File: src/rtl/wash_pkg.sv
// Shared types and duration table for the wash phase timer.
package wash_pkg;

  localparam int unsigned TICK_DIV_DEFAULT = 1000;

  typedef enum logic [1:0] {
    IDLE,
    COUNT,
    PAUSE,
    DONE
  } state_t;

  // Phase encoding doubles as the bit index into the enable/timer vectors.
  typedef enum logic [1:0] {
    PH_SOAK  = 2'd0,
    PH_WASH  = 2'd1,
    PH_RINSE = 2'd2,
    PH_SPIN  = 2'd3
  } phase_t;

  typedef enum logic [1:0] {
    MODE1,
    MODE2,
    MODE3
  } mode_t;

  // Duration in ticks for a given mode and phase.
  function automatic logic [7:0] phase_ticks(input mode_t m, input phase_t p);
    logic [7:0] t;
    t = 8'd2;
    case (m)
      MODE2: begin
        case (p)
          PH_WASH: t = 8'd8;
          default: t = 8'd4;
        endcase
      end
      MODE3: begin
        case (p)
          PH_WASH: t = 8'd16;
          PH_SPIN: t = 8'd6;
          default: t = 8'd8;
        endcase
      end
      default: begin
        case (p)
          PH_WASH: t = 8'd4;
          default: t = 8'd2;
        endcase
      end
    endcase
    return t;
  endfunction

endpackage

File: src/rtl/tick_prescaler.sv
// Divides clk into one-cycle ticks every TICK_DIV cycles while run is high.
module tick_prescaler
  import wash_pkg::*;
#(
  parameter int unsigned TICK_DIV = TICK_DIV_DEFAULT
) (
  input  logic clk,
  input  logic rst_n,
  input  logic run,
  input  logic clear,
  output logic tick
);

  localparam logic [15:0] LAST = 16'(TICK_DIV - 1);

  logic [15:0] count;

  assign tick = run && !clear && (count == LAST);

  // Counter: clear dominates, otherwise advance and wrap while running.
  always_ff @(posedge clk or negedge rst_n) begin
    if (!rst_n) begin
      count <= '0;
    end else if (clear) begin
      count <= '0;
    end else if (run) begin
      count <= (count == LAST) ? '0 : count + 16'd1;
    end
  end

endmodule

File: src/rtl/wash_phase_timer.sv
// Times the soak/wash/rinse/spin phases requested by the washing controller.
module wash_phase_timer
  import wash_pkg::*;
#(
  parameter int unsigned TICK_DIV = TICK_DIV_DEFAULT
) (
  input  logic       clk,
  input  logic       rst_n,
  input  logic       soak_en,
  input  logic       wash_en,
  input  logic       rinse_en,
  input  logic       spin_en,
  input  logic       mode1,
  input  logic       mode2,
  input  logic       mode3,
  input  logic       lid,
  input  logic       cancel,
  output logic       timer_soak,
  output logic       timer_wash,
  output logic       timer_rinse,
  output logic       timer_spin,
  output logic [7:0] remaining,
  output logic       busy,
  output logic       err
);

  state_t     state;
  phase_t     phase_q;
  mode_t      mode_q;
  logic [3:0] en_q;
  logic       hist_ok;
  logic [3:0] timer_q;
  logic [7:0] remaining_q;
  logic       busy_q;
  logic       err_q;

  logic [3:0] en;
  logic [3:0] rise;
  logic       multi;
  logic       start;
  logic       active;
  logic       abort;
  logic       tick;
  logic       presc_run;
  logic       presc_clear;
  mode_t      mode_nxt;
  phase_t     start_ph;

  assign en = {spin_en, rinse_en, wash_en, soak_en};

  // Edge/conflict decode and next mode/phase selection.
  always_comb begin
    // hist_ok masks the first cycle after reset so an enable held through
    // reset is not mistaken for a fresh rising edge.
    rise   = en & ~en_q & {4{hist_ok}};
    multi  = (en & (en - 4'd1)) != 4'd0;
    start  = (rise != 4'd0) && ((rise & (rise - 4'd1)) == 4'd0) && !multi;
    active = (state == COUNT) || (state == PAUSE);
    abort  = active && !en[phase_q];

    mode_nxt = mode_q;
    if (rise[0]) begin
      casez ({mode3, mode2, mode1})
        3'b1??:  mode_nxt = MODE3;
        3'b01?:  mode_nxt = MODE2;
        3'b001:  mode_nxt = MODE1;
        default: mode_nxt = MODE1;
      endcase
    end

    case (rise)
      4'b0010: start_ph = PH_WASH;
      4'b0100: start_ph = PH_RINSE;
      4'b1000: start_ph = PH_SPIN;
      default: start_ph = PH_SOAK;
    endcase

    presc_run   = active && !lid;
    presc_clear = cancel || multi || abort || start || !active;
  end

  tick_prescaler #(
    .TICK_DIV(TICK_DIV)
  ) u_prescaler (
    .clk  (clk),
    .rst_n(rst_n),
    .run  (presc_run),
    .clear(presc_clear),
    .tick (tick)
  );

  // Phase FSM with registered outputs; cancel > conflict > abort > start.
  always_ff @(posedge clk or negedge rst_n) begin
    if (!rst_n) begin
      state       <= IDLE;
      phase_q     <= PH_SOAK;
      mode_q      <= MODE1;
      en_q        <= '0;
      hist_ok     <= 1'b0;
      timer_q     <= '0;
      remaining_q <= '0;
      busy_q      <= 1'b0;
      err_q       <= 1'b0;
    end else begin
      en_q    <= en;
      hist_ok <= 1'b1;
      err_q   <= multi;
      if (!cancel && rise[0]) begin
        mode_q <= mode_nxt;
      end

      if (cancel || multi || abort) begin
        state       <= IDLE;
        timer_q     <= '0;
        remaining_q <= '0;
        busy_q      <= 1'b0;
      end else if (start) begin
        state       <= COUNT;
        phase_q     <= start_ph;
        timer_q     <= '0;
        remaining_q <= phase_ticks(mode_nxt, start_ph);
        busy_q      <= 1'b1;
      end else begin
        case (state)
          IDLE: ;
          COUNT, PAUSE: begin
            state <= lid ? PAUSE : COUNT;
            if (tick && (remaining_q != 8'd0)) begin
              remaining_q <= remaining_q - 8'd1;
              if (remaining_q == 8'd1) begin
                state            <= DONE;
                busy_q           <= 1'b0;
                timer_q[phase_q] <= 1'b1;
              end
            end
          end
          DONE: begin
            if (!en[phase_q]) begin
              state   <= IDLE;
              timer_q <= '0;
            end
          end
          default: state <= IDLE;
        endcase
      end
    end
  end

  assign timer_soak  = timer_q[0];
  assign timer_wash  = timer_q[1];
  assign timer_rinse = timer_q[2];
  assign timer_spin  = timer_q[3];
  assign remaining   = remaining_q;
  assign busy        = busy_q;
  assign err         = err_q;

endmodule

File: config.mk
export PLATFORM = sky130hd
export DESIGN_NAME = wash_phase_timer
export DESIGN_NICKNAME = d
export VERILOG_FILES = /design/src/rtl/wash_pkg.sv /design/src/rtl/tick_prescaler.sv /design/src/rtl/wash_phase_timer.sv
export SDC_FILE = /design/constraint.sdc
export NUM_CORES = 1
export LEC_CHECK = 0
export CAP_MARGIN = 20
export CORE_UTILIZATION = 61
export DETAILED_ROUTE_END_ITERATION = 8
export MAX_ROUTING_LAYER = met4
export PLACE_DENSITY = 0.95
export SYNTH_ARGS = -nofsm -noshare
export SYNTH_HDL_FRONTEND = slang
export SYNTH_SLANG_ARGS = --single-unit
export TNS_END_PERCENT = 5
File: constraint.sdc
create_clock -name clk -period 7.1 [get_ports clk]
set_input_delay 1.42 -clock clk [delete_from_list [all_inputs] [get_ports clk]]
set_output_delay 1.42 -clock clk [all_outputs]
set_load 0.02 [all_outputs]
# --- Word level (Yosys, flattened, before mapping) ---
# Cells that the tools add are included.
op_classes:
  n_addsub: 4
  n_mul: 0
  div: 0
  magnitude_cmp: 2
  eq_ne: 16
  n_shift: 0
  n_mux: 36
  n_bitwise: 7
  reduce_logical: 35
op_table:
  columns: ["op", "count"]
  rows:
  - ["$mux 16", 3]
  - ["$mux 8", 4]
  - ["$mux 4", 6]
  - ["$add 16x1->16 const B", 1]
  - ["$and 4x4->4", 4]
  - ["$eq 16x10->1 const B", 1]
  - ["$pmux 8 s2", 1]
  - ["$mux 2", 7]
  - ["$ne 4x4->1 const B", 3]
  - ["$reduce_bool 4->1", 3]
  - ["$pmux 5 s2", 1]
  - ["$logic_and 1x1->1", 9]
  - ["$reduce_bool 3->1", 3]
  - ["$eq 2x1->1 const B", 4]
  - ["$eq 2x2->1 const B", 4]
  - ["$eq 8x1->1 const B", 1]
  - ["$pmux 2 s2", 2]
  - ["$pmux 4 s2", 1]
  - ["$reduce_bool 8->1", 1]
  - ["$sub 4x1->4 const B", 2]
  - ["$sub 8x1->8 const B", 1]
  - ["$mux 1", 7]
  - ["$logic_not 1->1", 6]
  - ["$pmux 2 s3", 1]
  - ["18 further kinds", 24]
totals:
  ff_bits: 41
  latch_bits: 0
  ram_bits: 0
  rom_bits: 0
  in_bits: 11
  output_inout_bits: 14
  word_cells: 110
  mem_count: 0

# --- Depth between registers and ports, before layout ---
# Gate-level depths: netlist of the first run.
logic_depth:
  word_depth: 18
  ltp_mapped: 10
  depth_no_buf: 10

# --- Modules after synthesis ---
# Synthesis of the first run repeated with hierarchy kept, for this count alone.
hier_totals:
  cells_unflattened: 261
  area_unflattened_um2: 2466.1
modules_own_cells:
  columns: ["module", "n_inst", "cells_each", "area_each_um2", "seq_area_each_um2"]
  rows:
  - ["wash_phase_timer", 1, 154, 1467.7, 625.6]
  - ["tick_prescaler", 1, 107, 998.5, 400.4]

# --- Worst setup path after synthesis of the first run ---
# OpenSTA, ideal clock, no wires.
synth_path:
  kind: "input-to-reg"
  startpoint: "in soak_en"
  endpoint: "reg remaining_q[7], in the netlist remaining[7]"
  setup_time_ps: 127
  arrival_ps: 2991
  required_time_ps: 6973
  slack_ps: 3982
  path_stages: 7
  path_buffers: 1
  path_cell_list: "or3_1 a31oi_2 nand4_2 clkbuf_1 nor4_1 xnor2_1 nor2_1"
synth_via:
  elab_chain_cells: 15
  elab_cells_between_ends: 29
  classes_between: "2 x add/sub; 4 x mux; 4 x bitwise; 19 x reduce/logical"
synth_lines:
  columns: ["element", "line_no", "source"]
  rows:
  - ["from (decl)", "wash_phase_timer.sv:9", "input logic soak_en,"]
  - ["$and 4x4->4 (2 in series)", "wash_phase_timer.sv:55", "rise = en & ~en_q & {4{hist_ok}};"]
  - ["$sub 4x1->4", "wash_phase_timer.sv:57", "start = (rise != 4'd0) && ((rise & (rise - 4'd1)) == 4'd0) && !multi;"]
  - ["$and 4x4->4", "wash_phase_timer.sv:57", null]
  - ["$logic_not 4->1", "wash_phase_timer.sv:57", null]
  - ["$logic_and 1x1->1 (2 in series)", "wash_phase_timer.sv:57", null]
  - ["$logic_or 1x1->1 (2 in series)", "wash_phase_timer.sv:79", "presc_clear = cancel || multi || abort || start || !active;"]
  - ["$logic_not 1->1", "tick_prescaler.sv:18", "assign tick = run && !clear && (count == LAST);"]
  - ["$logic_and 1x1->1 (2 in series)", "tick_prescaler.sv:18", null]
  - ["$logic_and 1x1->1", "wash_phase_timer.sv:128", "if (tick && (remaining_q != 8'd0)) begin"]
  - ["$reduce_bool 3->1 (no source line)", null, null]
  - ["$reduce_and 2->1 (no source line)", null, null]
  - ["to (signal assigned)", "wash_phase_timer.sv:121", "remaining_q <= phase_ticks(mode_nxt, start_ph);"]
  - ["to (signal assigned)", "wash_phase_timer.sv:129", "remaining_q <= remaining_q - 8'd1;"]
  - ["to (decl)", "wash_phase_timer.sv:33", "logic [7:0] remaining_q;"]
# Parallel ways exist; a longest one is shown, timed or not. The select of a mux whose other input is x is not followed.
# A chain may end at the register's enable or synchronous reset.

# --- Final worst setup path of the first run ---
layout_path:
  startpoint: "in soak_en"
  endpoint: "reg u_prescaler.count[12]"
layout_via:
  elab_chain_cells: 10
  elab_cells_between_ends: 22
  classes_between: "2 x add/sub; 3 x mux; 4 x bitwise; 13 x reduce/logical"
layout_lines:
  columns: ["element", "line_no", "source"]
  rows:
  - ["$and 4x4->4 (2 in series)", "wash_phase_timer.sv:55", null]
  - ["$sub 4x1->4", "wash_phase_timer.sv:57", null]
  - ["$and 4x4->4", "wash_phase_timer.sv:57", null]
  - ["$logic_not 4->1", "wash_phase_timer.sv:57", null]
  - ["$logic_and 1x1->1 (2 in series)", "wash_phase_timer.sv:57", null]
  - ["$logic_or 1x1->1 (*) (2 in series)", "wash_phase_timer.sv:79", null]
  - ["$mux 16 or $reduce_bool 2->1 (tied branches)", null, null]
  - ["to (signal assigned)", "tick_prescaler.sv:27", "count <= (count == LAST) ? '0 : count + 16'd1;"]
  - ["to (decl)", "tick_prescaler.sv:16", "logic [15:0] count;"]
# Every way passes the cells marked *; elsewhere a longest branch is shown, timed or not. The select of a mux whose other input is x is not followed.

==> results_dict.tcl, run 1 <==
set metrics [dict create \
    run_status "finished clean" \
    avgViaCountPerCell 6.415 \
    worstPathRequired_ns 7.29 \
    tritoncts_num_sinks 41 \
    max_slew.worst_pin.slew_ns 0.8796 \
    synth_area_per_cell_um2 9.252 \
    final_layout_size_suffix_gt1_frac 0.07877 \
    critPathMaxFanout 15 \
    wirelength_mm 5.439 \
    crit_path_top_delay_cell "sky130_fd_sc_hd__nor2_1" \
    holdCritStartpoint "u_prescaler.count[14]" \
    crit_path_max_incr_delay_ns 0.79 \
    min_period_over_period 0.5779 \
    layout.cells.non_filler 340 \
    clock_tree.root_cell "sky130_fd_sc_hd__clkbuf_8" \
    ctsHtreeMaxLevel 2 \
    ys.flop_type "sky130_fd_sc_hd__dfrtp_1" \
    power_leakage_uw 0.001221 \
    synthDominantAreaCellType "sky130_fd_sc_hd__dfrtp_1" \
    fin_nets 310 \
    firstDrtPassIters 5 \
    synth.top_cells.by_count "sky130_fd_sc_hd__dfrtp_1 (41), sky130_fd_sc_hd__nand2_1 (22), sky130_fd_sc_hd__nor2_1 (21)" \
    grt_overflow 0 \
    setup_repair_after_global_routing_missed_its_margin "no" \
    worstHoldPathType "flip-flop to flip-flop" \
    ant_nets 0 \
    final_max_slew_viol_count 0 \
    post-place-cells 333 \
    pin_count 25 \
    place_area_um2 2739 \
    timing.rr.start "state[0]" \
    arrival_ns 4.29 \
    tritoncts "done" \
    route.detailed.drc 0 \
    drt_iter0_markers 184 \
    post_drt_wl_per_cell_um 16.00 \
    synthCells 271 \
    critPathTopFamily "simple AND/OR/NAND/NOR gates" \
    ys.warnings.count 0 \
    grt_max_degree 42 \
    max_freq_mhz 243.7 \
    cp_num_buf_inv 1 \
    starting_density 0.6601 \
    io_buffer_count 23 \
    synthToLayoutAreaGrowth_pct 12.67 \
    die_x_um 66.12 \
    routed-via-count 2181 \
    multi_input_comb_area_um2 1368 \
    mappedNetlistArea_um2 2507 \
    cts_max_path_buffers 2 \
    cp-end-kind "flip-flop" \
    cts-resized-gates 0 \
    synth_top_area_share 0.4092 \
    worst_hold_path.num_cells 1 \
    worst_skew_pair.late_latency_ns 0.30 \
    edff_count_synth 0 \
    holdBufCountCts 0 \
    drv.max_cap_violation_count 0 \
    final_design_area_no_fill_um2 2825 \
    post-route-min-period_ns 4.103 \
    rows 22 \
    seqCellArea_um2 1026 \
    dieArea_um2 4371 \
    final-hold-violation-count 0 \
    finalSetupViolations 0 \
    dp.final_hpwl_mm 3.767 \
    skew_ns 0.01047 \
    final.hold.worst_slack_ns 0.5015 \
    criticalPathCategory "input port to flip-flop" \
    worstSetupStartpointType "input port" \
    numCtsBuffers 5 \
    synth.distinct_cells 60 \
    initial_antenna_violation_count 0 \
    globalplace.congestion 0.8948 \
    syn-num-nets 289 \
    ys_seq_elements 41 \
    final.setup.tns_ns 0 \
    core_box_area_um2 3799 \
    first_global_vias 1999 \
    cts.reportedPaths.clkPinSlew_ns 0.08 \
    yosysMostFrequentCell "sky130_fd_sc_hd__dfrtp_1" \
    cts.repair_timing.setup_buffer_count 0 \
    synth-async-reset-ratio 1.000 \
    seq_area_frac_synth 0.4092 \
    path_cells "clkdlybuf4s50_1 > or3_1 > a31oi_2 > nand4_2 > nor2_1 > nand2_1 > o41ai_1" \
    netlist_top_cells_area "sky130_fd_sc_hd__dfrtp_1 (41%), sky130_fd_sc_hd__ha_1 (3.5%), sky130_fd_sc_hd__o21ai_0 (3.4%)" \
    worst_slew_margin_rel 0.4136 \
    reg2reg_depth 8 \
    grtUsageTotal 0.2878 \
    wire_length_of_the_first_global_routing_pass_mm 9.211 \
    layout.filler_cells 266 \
    die_y_um 66.12 \
    timing.critical_path.from "soak_en" \
    n_diodes 0 \
    powerDensity_nw_per_um2 170.9 \
    levels_on_crit_path 7 \
    worst_ir_drop_vdd_v 0.0001684 \
]
==> worst reg2reg max path: stages (launching register included) <==
cell	delay, ns
sky130_fd_sc_hd__dfrtp_1	0.38
sky130_fd_sc_hd__inv_1	0.08
sky130_fd_sc_hd__ha_1	0.45
sky130_fd_sc_hd__nand2_1	0.09
sky130_fd_sc_hd__o22ai_1	0.18
sky130_fd_sc_hd__nand4_2	0.40
sky130_fd_sc_hd__nor2_1	0.79
sky130_fd_sc_hd__nand2_1	0.16
sky130_fd_sc_hd__o41ai_1	0.29
==> power breakdown <==
group	internal (uW)	switching [uW]
clock network	77.2	78.4
registers	241	10.3
logic	33.4	42.2
==> routing by layer <==
metal,share of wire,vias to the layer above,track usage
met1,0.46,1056,0.4016
met4,0.018,0,0.1064
met3,0.057,10,0.06207
met2,0.46,88,0.4120
met5,0,-,-
li1,-,1027,-
==> cell families after synthesis <==
kind of cell	share of synthesized area
muxes	0.04591
AOI/OAI and AO/OA	0.1742
other	0.001496
xor gates and xnor gates	0.02096
and+or+nand+nor	0.2680
adders and majority gates	0.03493
buffers and inverters	0.04541
DFF	0.4092
==> sequential cells by signal (all words and copies together) (netlist names) <==
register / count
hist_ok: 1
busy: 1
phase_q: 2
timer_q: 4
state: 2
u_prescaler.count: 16
mode_q: 2
en_q: 4
err: 1
remaining: 8
==> through the flow <==
step | util | total power (uW) | setup WS (ns)
after floorplan | - | 306.8 | 3.982
after global placement | 0.7210 | 327.3 | 2.795
after detailed placement | 0.7210 | 329.7 | 2.749
after CTS | 0.7437 | 483.1 | 3.045
after global routing | 0.7437 | 504.6 | 2.720
final | 0.7437 | 482.9 | 2.997
==> final timing paths <==
check                                              to  slack, ns
worst min register to register  u_prescaler.count[14]       0.50
worst min-delay path            u_prescaler.count[14]       0.50
worst max register to register  u_prescaler.count[12]       4.17
worst max-delay path            u_prescaler.count[12]       3.00
max in group asynchronous                     en_q[1]       5.30
min in group asynchronous                remaining[3]       1.23
==> layout make-up <==
class,instances,share of cell area
Clock buffer,7,0.03056
Inverter,16,0.02126
Multi-Input combinational cell,205,0.4841
Sequential cell,41,0.3632
Tap cell,48,0.02126
Timing Repair Buffer,23,0.07972
==> cell usage in the layout (no fill, tap or decap), types with 3 or more instances in the layout <==
| cell | n |
|---|---|
| sky130_fd_sc_hd__or3_1 | 11 |
| sky130_fd_sc_hd__o21ai_0 | 17 |
| sky130_fd_sc_hd__nand3_1 | 9 |
| sky130_fd_sc_hd__a211oi_1 | 3 |
| sky130_fd_sc_hd__nor2b_1 | 7 |
| sky130_fd_sc_hd__inv_1 | 16 |
| sky130_fd_sc_hd__clkbuf_8 | 6 |
| sky130_fd_sc_hd__nand4_1 | 6 |
| sky130_fd_sc_hd__nor3_1 | 7 |
| sky130_fd_sc_hd__nand2_1 | 22 |
| sky130_fd_sc_hd__ha_1 | 7 |
| sky130_fd_sc_hd__dfrtp_1 | 41 |
| sky130_fd_sc_hd__o41ai_1 | 3 |
| sky130_fd_sc_hd__mux2i_1 | 7 |
| sky130_fd_sc_hd__a21o_1 | 4 |
| sky130_fd_sc_hd__nand2b_1 | 9 |
| sky130_fd_sc_hd__xnor2_1 | 4 |
| sky130_fd_sc_hd__nor2_1 | 21 |
| sky130_fd_sc_hd__a21oi_1 | 14 |
| sky130_fd_sc_hd__clkdlybuf4s50_1 | 22 |
| sky130_fd_sc_hd__and3_1 | 5 |
No activity file was read; power rests on OpenSTA's default activity.
==> run 2, diff against run 1 <==
Settings changed: CORE_UTILIZATION 61 to 57, PLACE_DENSITY 0.95 to 0.9.
Clock period 7.1 ns to 4 ns, I/O delays scaled along.
==> run 2 against run 1 <==
  * Final area rose by 1.2%
  * Setup slack worse by 2.0 ns
  * Flip-flop and latch count unchanged
  * Clock skew down 0.0067 ns
  * Critical path depth increased by 2
  * Combinational power increased by 83%
  * Hold slack improved by 0.0040 ns
  * Global-route usage down 0.10 points
  * Critical path type unchanged
  * Critical endpoint is now remaining[1]
  * Highest routed layer unchanged
==> results_dict.tcl, run 2 (synthesis results as in run 1) <==
set metrics [dict create \
    run_status "finished clean" \
    drv.max_cap_violation_count 0 \
    ant_nets 0 \
    cts-resized-gates 0 \
    final.setup.tns_ns 0 \
    post_drt_wl_per_cell_um 16.45 \
    route.detailed.drc 0 \
    clock_tree.root_cell "sky130_fd_sc_hd__clkbuf_8" \
    die_x_um 68.33 \
    initial_antenna_violation_count 0 \
    globalplace.congestion 0.8721 \
    worstPathRequired_ns 4.23 \
    postLayoutCoreUtil 0.6944 \
    tritoncts "done" \
    cts.repair_timing.setup_buffer_count 0 \
    finalSetupViolations 0 \
    critPathMaxFanout 7 \
    layout_common_cells "sky130_fd_sc_hd__dfrtp_1 (41), sky130_fd_sc_hd__nand2_1 (22), sky130_fd_sc_hd__clkdlybuf4s50_1 (22), sky130_fd_sc_hd__nor2_1 (21), sky130_fd_sc_hd__o21ai_0 (17)" \
    io_buffer_count 23 \
    n_diodes 0 \
    first_global_vias 2025 \
    dp.final_hpwl_mm 4.008 \
    final_common_cell "sky130_fd_sc_hd__dfrtp_1" \
    synthToLayoutAreaGrowth_pct 13.97 \
    routed-via-count 2175 \
    max_freq_mhz 335.3 \
    arrival_ns 3.21 \
    reg2reg_depth 6 \
    layout.filler_cells 330 \
    tritoncts_num_sinks 41 \
    cts_max_path_buffers 2 \
    grt_overflow 0 \
    wire_length_of_the_first_global_routing_pass_mm 9.487 \
    numCtsBuffers 5 \
    worst_skew_pair.late_latency_ns 0.29 \
    max_slew.worst_pin.slew_ns 0.9128 \
    final_max_slew_viol_count 0 \
    holdBufCountCts 0 \
    cp-end-kind "flip-flop" \
    wirelength_mm 5.692 \
    drt_iter0_markers 251 \
    max_ffs_per_register 16 \
    skew_ns 0.003738 \
    core_box_area_um2 4115 \
    dieArea_um2 4668 \
    top_register_by_number_of_flip_flops "u_prescaler.count" \
    worst_hold_path.num_cells 1 \
    power_leakage_uw 0.001240 \
    worst_slew_margin_rel 0.3915 \
    cts.reportedPaths.clkPinSlew_ns 0.08 \
    grtUsageTotal 0.2868 \
    powerDensity_nw_per_um2 301.1 \
    seqCellArea_um2 1026 \
    grt_max_degree 42 \
    avgViaCountPerCell 6.286 \
    worst_ir_drop_vdd_v 0.0001970 \
    pin_count 25 \
    final-hold-violation-count 0 \
    final_layout_size_suffix_gt1_frac 0.09122 \
    criticalPathCategory "input port to flip-flop" \
    ctsHtreeMaxLevel 2 \
    worstHoldPathType "flip-flop to flip-flop" \
    fin_nets 314 \
    rows 23 \
    die_y_um 68.33 \
    starting_density 0.6093 \
    firstDrtPassIters 4 \
    multi_input_comb_area_um2 1368 \
    worstSetupStartpointType "input port" \
    post-route-min-period_ns 2.982 \
    setup_repair_after_global_routing_missed_its_margin "no" \
    min_period_over_period 0.7455 \
]
[run 2: cell types whose count changed in the layout (fill, tap and decap cells not counted)]
| cell | before | now |
|---|---|---|
| sky130_fd_sc_hd__buf_4 | 0 | 4 |
[run 2: per-layer routing]
metal / vias to the layer above / share of wire / GRT usage
met2: 78 / 0.47 / 0.4216
li1: 1033 / - / -
met1: 1051 / 0.46 / 0.3966
met3: 13 / 0.056 / 0.05000
met5: - / 0 / -
met4: 0 / 0.019 / 0.09896
[run 2: worst paths after layout]
path	slack [ns]	end	from
max in group asynchronous	2.79	u_prescaler.count[4]	rst_n
worst max-delay path	1.02	remaining[1]	soak_en
worst min register to register	0.51	u_prescaler.count[14]	u_prescaler.count[14]
worst min-delay path	0.51	u_prescaler.count[14]	u_prescaler.count[14]
min in group asynchronous	0.64	remaining[1]	rst_n
worst max register to register	1.28	remaining[1]	u_prescaler.count[11]
[run 2: critical path: stages]
cell and delay [ns]:
sky130_fd_sc_hd__clkdlybuf4s50_1 0.59, sky130_fd_sc_hd__nor2b_1 0.21, sky130_fd_sc_hd__nand2_1 0.16, sky130_fd_sc_hd__mux2i_1 0.23, sky130_fd_sc_hd__inv_1 0.07, sky130_fd_sc_hd__ha_1 0.33
sky130_fd_sc_hd__mux2i_1 0.16, sky130_fd_sc_hd__a2111oi_2 0.47, sky130_fd_sc_hd__a31o_1 0.17
[run 2: power by group]
part | total, uW | internal [uW] | switching (uW)
Sequential | 447 | 429 | 18.5
Clock | 275 | 137 | 138
Combinational | 138 | 60.4 | 77.8
Total | 861 | 626 | 235
[run 2: area by class of cell]
cell class / instances / share of cell area
Timing Repair Buffer: 27 / 0.08932
Inverter: 16 / 0.02102
Multi-Input combinational cell: 205 / 0.4785
Tap cell: 50 / 0.02189
Sequential cell: 41 / 0.3590
Clock buffer: 7 / 0.03021
[run 2: per-stage QoR]
step           worst slack [ns]  power, uW  hold slack [ns]  area, um^2  std cells
2_1_floorplan             1.502      544.5           0.4638        2507        271
3_3_place_gp             0.8117      581.5           0.4863        2771        339
3_5_place_dp             0.7726      589.4           0.4955        2771        339
4_1_cts                   1.049      858.6           0.5053        2858        346
5_1_grt                  0.8591      892.5           0.5205        2858        346
6_report                  1.018      860.5           0.5055        2858        346
